## config.mk

```make
export PLATFORM = sky130hd
export DESIGN_NAME = uart_rx_fifo_flat
export DESIGN_NICKNAME = d
export VERILOG_FILES = /design/src/rtl/uart_rx_fifo_if.sv /design/src/rtl/uart_rx_fifo.sv /design/src/flat_wrapper.sv
export SDC_FILE = /design/constraint.sdc
export NUM_CORES = 1
export LEC_CHECK = 0
export BUFFER_PORTS_ARGS = -buffer_cell sky130_fd_sc_hd__buf_2
export CORE_UTILIZATION = 42
export CTS_CLUSTER_DIAMETER = 200
export CTS_CLUSTER_SIZE = 14
export DETAILED_ROUTE_END_ITERATION = 6
export PLACE_DENSITY = 0.63
export SLEW_MARGIN = 20
export SYNTH_ARGS = -nofsm -noshare
export SYNTH_HDL_FRONTEND = slang
export SYNTH_SLANG_ARGS = --single-unit
```

## constraint.sdc

```tcl
create_clock -name clock -period 4.2 [get_ports clock]
set_clock_uncertainty 0.2 [all_clocks]
set_input_delay 0.42 -clock clock [delete_from_list [all_inputs] [get_ports clock]]
set_output_delay 0.42 -clock clock [all_outputs]
set_load 0.05 [all_outputs]
```

## src/rtl/uart_rx_fifo_if.sv

```systemverilog
// rtl/uart_rx_fifo_if.sv - receive FIFO bus bundle: UART byte strobe in, CPU register access
//
// Purpose: groups the UART receiver strobe and the CPU register-access signals of uart_rx_fifo.
// Signals:
//   rx_valid    UART receiver byte strobe (one cycle)
//   rx_byte     received byte
//   access_addr CPU register address
//   rd_en       CPU load commit strobe; pops at the data address
//   w_en        CPU store strobe
//   w_data      CPU store data
//   r_data      combinational read data (0x00 on a decode miss)
//   hit         access_addr decodes to a register of this block
//   int_req     registered level interrupt request
// Modports: master drives the strobes/address (CPU + receiver side), slave is the FIFO.
interface uart_rx_fifo_if;
  logic       rx_valid;
  logic [7:0] rx_byte;
  logic [7:0] access_addr;
  logic       rd_en;
  logic       w_en;
  logic [7:0] w_data;
  logic [7:0] r_data;
  logic       hit;
  logic       int_req;

  modport master (
    output rx_valid, rx_byte, access_addr, rd_en, w_en, w_data,
    input  r_data, hit, int_req
  );

  modport slave (
    input  rx_valid, rx_byte, access_addr, rd_en, w_en, w_data,
    output r_data, hit, int_req
  );
endinterface

```

## src/rtl/uart_rx_fifo.sv

```systemverilog
// rtl/uart_rx_fifo.sv - UART receive byte FIFO with memory-mapped data/status registers
//
// Purpose: buffers bytes strobed out of the UART receiver until firmware reads them through
// the data register; exposes status/control and raises a level interrupt while data waits.
// Ports:
//   clock   core clock, rising edge
//   reset   synchronous reset, active low
//   bus     uart_rx_fifo_if.slave (rx_valid, rx_byte, access_addr, rd_en, w_en, w_data,
//           r_data, hit, int_req)
// Registers:
//   DATA_ADDR  read: head byte (0x00 when empty); a committed read pops it
//   STAT_ADDR  read: {overflow, full, empty, count[4:0]}
//              write: bit7 clears overflow, bit0 flushes
//   THR_ADDR   interrupt threshold, only when UART_RX_FIFO_THRESH_EN is defined
// Option macro: UART_RX_FIFO_THRESH_EN adds the programmable threshold register.
module uart_rx_fifo #(
  parameter int         DEPTH_LOG2 = 3,
  parameter logic [7:0] DATA_ADDR  = 8'd252,
  parameter logic [7:0] STAT_ADDR  = 8'd248,
  parameter logic [7:0] THR_ADDR   = 8'd247
) (
  input  logic          clock,
  input  logic          reset,
  uart_rx_fifo_if.slave bus
);

  localparam int                  DEPTH      = 1 << DEPTH_LOG2;
  localparam int                  CW         = DEPTH_LOG2 + 1;
  localparam logic [CW-1:0]       FULL_COUNT = CW'(DEPTH);
  localparam logic [CW-1:0]       CNT_ONE    = CW'(1);
  localparam logic [DEPTH_LOG2-1:0] PTR_ONE  = DEPTH_LOG2'(1);

  logic [7:0]            mem [DEPTH];
  logic [DEPTH_LOG2-1:0] rd_ptr;
  logic [DEPTH_LOG2-1:0] wr_ptr;
  logic [CW-1:0]         count;
  logic [CW-1:0]         count_next;
  logic                  overflow;
  logic                  int_req_q;
  logic [7:0]            thr;

  logic is_data;
  logic is_stat;
  logic is_thr;
  logic empty;
  logic full;
  logic pop;
  logic push;
  logic ovf_evt;
  logic ctrl_wr;
  logic flush;
  logic ovf_clr;
  logic [7:0] status;

  assign is_data = (bus.access_addr == DATA_ADDR);
  assign is_stat = (bus.access_addr == STAT_ADDR);
  assign empty   = (count == '0);
  assign full    = (count == FULL_COUNT);

  assign pop     = bus.rd_en & is_data & ~empty;
  // A pop in the same cycle frees the slot, so a full FIFO can still accept the byte.
  assign push    = bus.rx_valid & (~full | pop);
  assign ovf_evt = bus.rx_valid & full & ~pop;

  assign ctrl_wr = bus.w_en & is_stat;
  assign flush   = ctrl_wr & bus.w_data[0];
  assign ovf_clr = ctrl_wr & bus.w_data[7];

  assign status  = {overflow, full, empty, 5'(count)};

`ifdef UART_RX_FIFO_THRESH_EN
  localparam logic [7:0] DEPTH_BYTE = 8'(DEPTH);
  logic thr_wr;
  logic [7:0] thr_sat;

  assign is_thr = (bus.access_addr == THR_ADDR);
  assign thr_wr = bus.w_en & is_thr;

  // Threshold is kept in 1..DEPTH so the interrupt can always be reached and never fires when empty.
  always_comb begin
    thr_sat = bus.w_data;
    if (bus.w_data == 8'd0) begin
      thr_sat = 8'd1;
    end else if (bus.w_data > DEPTH_BYTE) begin
      thr_sat = DEPTH_BYTE;
    end
  end

  always_ff @(posedge clock) begin
    if (!reset) begin
      thr <= 8'd1;
    end else if (thr_wr) begin
      thr <= thr_sat;
    end
  end
`else
  logic unused_w_data;

  assign is_thr        = 1'b0;
  assign thr           = 8'd1;
  assign unused_w_data = ^{bus.w_data[6:1], THR_ADDR};
`endif

  always_comb begin
    count_next = count;
    if (flush) begin
      count_next = '0;
    end else if (push && !pop) begin
      count_next = count + CNT_ONE;
    end else if (pop && !push) begin
      count_next = count - CNT_ONE;
    end
  end

  // Storage has no reset: entries beyond count are never observable.
  always_ff @(posedge clock) begin
    if (reset && push && !flush) begin
      mem[wr_ptr] <= bus.rx_byte;
    end
  end

  always_ff @(posedge clock) begin
    if (!reset) begin
      rd_ptr    <= '0;
      wr_ptr    <= '0;
      count     <= '0;
      overflow  <= 1'b0;
      int_req_q <= 1'b0;
    end else begin
      if (flush) begin
        rd_ptr <= '0;
        wr_ptr <= '0;
      end else begin
        if (push) begin
          wr_ptr <= wr_ptr + PTR_ONE;
        end
        if (pop) begin
          rd_ptr <= rd_ptr + PTR_ONE;
        end
      end
      count <= count_next;
      // A new overflow beats a same-cycle clear so the loss is never hidden.
      if (ovf_evt) begin
        overflow <= 1'b1;
      end else if (ovf_clr) begin
        overflow <= 1'b0;
      end
      int_req_q <= (8'(count_next) >= thr);
    end
  end

  always_comb begin
    bus.r_data = 8'h00;
    if (is_data) begin
      if (!empty) begin
        bus.r_data = mem[rd_ptr];
      end
    end else if (is_stat) begin
      bus.r_data = status;
    end else if (is_thr) begin
      bus.r_data = thr;
    end
  end

  assign bus.hit     = is_data | is_stat | is_thr;
  assign bus.int_req = int_req_q;

endmodule

```

## src/flat_wrapper.sv

```systemverilog
// flat-port wrapper written by rule: the top's interface ports become plain ports
module uart_rx_fifo_flat 
#(
  parameter int         DEPTH_LOG2 = 3,
  parameter logic [7:0] DATA_ADDR  = 8'd252,
  parameter logic [7:0] STAT_ADDR  = 8'd248,
  parameter logic [7:0] THR_ADDR   = 8'd247
)
  (clock, reset, bus_rx_valid, bus_rx_byte, bus_access_addr, bus_rd_en, bus_w_en, bus_w_data, bus_r_data, bus_hit, bus_int_req);
  uart_rx_fifo_if bus_i ();
  input  logic clock;
  input  logic reset;
  input wire logic [$bits(bus_i.rx_valid)-1:0] bus_rx_valid;
  input wire logic [$bits(bus_i.rx_byte)-1:0] bus_rx_byte;
  input wire logic [$bits(bus_i.access_addr)-1:0] bus_access_addr;
  input wire logic [$bits(bus_i.rd_en)-1:0] bus_rd_en;
  input wire logic [$bits(bus_i.w_en)-1:0] bus_w_en;
  input wire logic [$bits(bus_i.w_data)-1:0] bus_w_data;
  output wire logic [$bits(bus_i.r_data)-1:0] bus_r_data;
  output wire logic [$bits(bus_i.hit)-1:0] bus_hit;
  output wire logic [$bits(bus_i.int_req)-1:0] bus_int_req;
  assign bus_i.rx_valid = bus_rx_valid;
  assign bus_i.rx_byte = bus_rx_byte;
  assign bus_i.access_addr = bus_access_addr;
  assign bus_i.rd_en = bus_rd_en;
  assign bus_i.w_en = bus_w_en;
  assign bus_i.w_data = bus_w_data;
  assign bus_r_data = bus_i.r_data;
  assign bus_hit = bus_i.hit;
  assign bus_int_req = bus_i.int_req;
  uart_rx_fifo #(.DEPTH_LOG2(DEPTH_LOG2), .DATA_ADDR(DATA_ADDR), .STAT_ADDR(STAT_ADDR), .THR_ADDR(THR_ADDR)) u_core (.clock(clock), .reset(reset), .bus(bus_i));
endmodule
```

==> impl_results.md <==
- Status: finished, final reports clean
- HP Class: in2reg
- Pre-CTS worst setup slack: 817 ps
- Mapped Area: about 0.0033 mm²
- Synth Area in Compound Gates: 0.0346
- Dpl cell area: ~0.0036 mm²
- Post-CTS Hold Buffers: 0
- Remaining Overflow, GRT: 0
- Post-synth top flop: edfxtp_1
- CP Max Fanout: 6
- Drt drc: 0
- Critical path type: reg2reg
- RD Place Congestion: just under 0.8
- Power share of the sequential group: 0.533
- Setup Fix Bufs, Post-CTS: 0
- Worst hold margin: 130 ps
- Leak: around 1.3 nW
- Reg-to-reg slack, setup: 850 ps
- Synthesis Warnings: 0
- Initial antenna violation count: 0
- Setup violations, final: 0
- Clock sink count: 79
- DRT antenna net count: 0
- Post-synth EDFFs: 64
- Vias: ~1800
- Synth Area in Adders: 0.0150
- # diodes: 0
- CTS Buf Count: 9
- Worst-skew pair later-pin latency: approximately 350 ps
- Combinational share of power: 0.047
- Yosys reg bits: 79
- Post-Syn Nets: between 200 and 250
- Die Span X: 91.0 µm
- VDD IR max: about 0.23 mV
- CP endpoint kind: register
- Final instance area: between 0.003 and 0.004 mm²
- Avg Cell Area, Syn: 16.1 µm²
- Clock slew at reported path FFs: about 80 ps
- Largest net degree at the start of global routing: 17
- Worst path required time: around 4000 ps
- Nets@finish: between 200 and 300
- Pre-Repair DR Iteration Count: 4
- I/O Buffers: 32
- Power per cell area: roughly 420 mW/mm²
- First-pass GRT wire length: between 9000 and 10000 µm
- Final Cycle Share: 0.798
- Post-synthesis mux area share: 0.157
- Core Area: roughly 0.0077 mm²
- Setup_tns: 0 ps
- CTS HTree Levels: 3
- WL per Instance: between 15 and 20 µm
- Setup crit start kind: register
- Hpwl dp: approximately 4200 µm
- Tightest Pin Transition: 998 ps
- Rows: 32
- Cells after Synth: between 200 and 250
- Max-Cap Viols: 0
- Initial DRC Count: between 100 and 150
- Vias in the first global route: between 1500 and 2000
- Initial Utilization: 0.433
- Max Slew Vio Count: 0
- Switch Pwr: about 340 µW
- Crit path DAT: approximately 3200 ps
- Slew headroom: 0.329
- Clk network pwr share: 0.420
- Synth unique cells: 40
- CTS Root Cell: clkbuf_8
- CTS Buffer Depth: 2
- Fmax: between 0.2 and 0.3 GHz
- Die area: around 0.0083 mm²
- Final Hold Viols: 0
- Setup WS post-layout: roughly 850 ps
- Simple-gate share of the synthesized area: 0.0970
- RSZ-0062 raised after global routing: false
- CTS tree: done
- Layout area overhead: 16.5%
- Post-synthesis sequential area ratio: 0.668
- Sw Share: 0.206
- Post-synth top area share: 0.577
- Largest family of logic cells by synthesized area: multiplexers
- Top post-synthesis cells by area: edfxtp_1, mux4_2, dfxtp_1
- Post-Route WL: 6260 µm
- Final Critical Period: approximately 3400 ps
- Largest area contributor in the netlist: edfxtp_1
- XOR/XNOR share of the synthesized area: 0.0105
- Pint: roughly 1.3 mW
- GRT Util Overall: 0.166
- Ys async rst share: 0
- Io pins: 39
- Die H: 91.0 µm
- Vias/cell: between 5 and 6
- PostCTS Resize Cnt: 0
- Layout cells sized above 1: 0.306
## sequential cells by signal, indices dropped and copies added (netlist names), named ones only
signal,flops
u_core.overflow,1
u_core.bus.int_req,1
u_core.mem,64
u_core.wr_ptr,3
u_core.rd_ptr,3
u_core.count,4
## routing by layer
layer  track usage  up-vias  routed length, µm
met5             0        -                  0
met4        0.0913        0                126
li1              -      883                  -
met2         0.249       61               2850
met3        0.0310       11                280
met1         0.229      893               3000
## cells by family (layout without fill, tap and decap cells)
family | count (synthesis) | count (layout)
flip-flops | 79 | 79
AND/OR/NAND/NOR | 59 | 59
multiplexers | 32 | 32
AO/OA/AOI/OAI | 16 | 16
buffers and inverters | 13 | 61
adder cells (fa/ha/maj) | 4 | 4
XOR/XNOR | 4 | 4
## cell usage after synthesis, types with 3 or more instances
master	instances
mux2i_1	15
o22ai_1	4
nor2_1	26
mux4_2	16
nor3_1	3
buf_2	4
nand2b_1	5
and2b_1	3
nand2_1	7
inv_1	5
edfxtp_1	64
ha_1	4
o21ai_0	4
dfxtp_1	15
## power by group through the flow
stage	Combinational [mW]	Sequential, mW	Clock, mW
global placement	0.0753	0.883	0
floorplan	0.0415	0.886	0
finish	0.0766	0.866	0.683
CTS	0.0774	0.866	0.694
detailed placement	0.0769	0.884	0
global route	0.0844	0.868	0.720
## cells in the final DEF, fill, tap and decap left out, types with 3 or more instances in the layout
master / netlist / routed
edfxtp_1: 64 / 64
buf_2: 4 / 32
nor2_1: 26 / 26
mux4_2: 16 / 16
mux2i_1: 15 / 15
dfxtp_1: 15 / 15
clkbuf_8: 0 / 9
buf_4: 0 / 8
nand2_1: 7 / 7
inv_1: 5 / 5
nand2b_1: 5 / 5
o22ai_1: 4 / 4
o21ai_0: 4 / 4
ha_1: 4 / 4
nor3_1: 3 / 3
and2b_1: 3 / 3
bufinv_16: 0 / 3
## through the flow
stage	instances	utilization	power (mW)
final	357	0.504	1.63
after CTS	357	0.504	1.64
after floorplan	207	-	0.928
after global placement	341	0.473	0.959
after global routing	357	0.504	1.67
after detailed placement	341	0.473	0.961
## worst max-delay path, cell delays in order (launching register included)
cell and delay, ps:
dfxtp_1 430, inv_1 110, ha_1 220, or3b_1 230, nor4b_4 230, o21ai_0 160, or3_1 400, nor3_1 780
buf_4 300
## area by class of cell
cell class / instances / area (µm²)
Fill cell: 672 / 3810
Sequential cell: 79 / 2220
Multi-Input combinational cell: 115 / 1040
Timing Repair Buffer: 40 / 220
Clock buffer: 10 / 128
Tap cell: 102 / 128
Clock inverter: 6 / 116
Inverter: 5 / 18.8
## final timing paths
path                                         end  cells after the start        startpoint
worst max-delay path            u_core.mem[0][3]                      8   u_core.count[1]
worst min register to register          register                      2  u_core.rd_ptr[2]
worst max register to register  u_core.mem[0][3]                      8   u_core.count[1]
worst min-delay path            u_core.mem[4][4]                      1    bus_rx_byte[4]
Power figures use the tool's default switching activity.
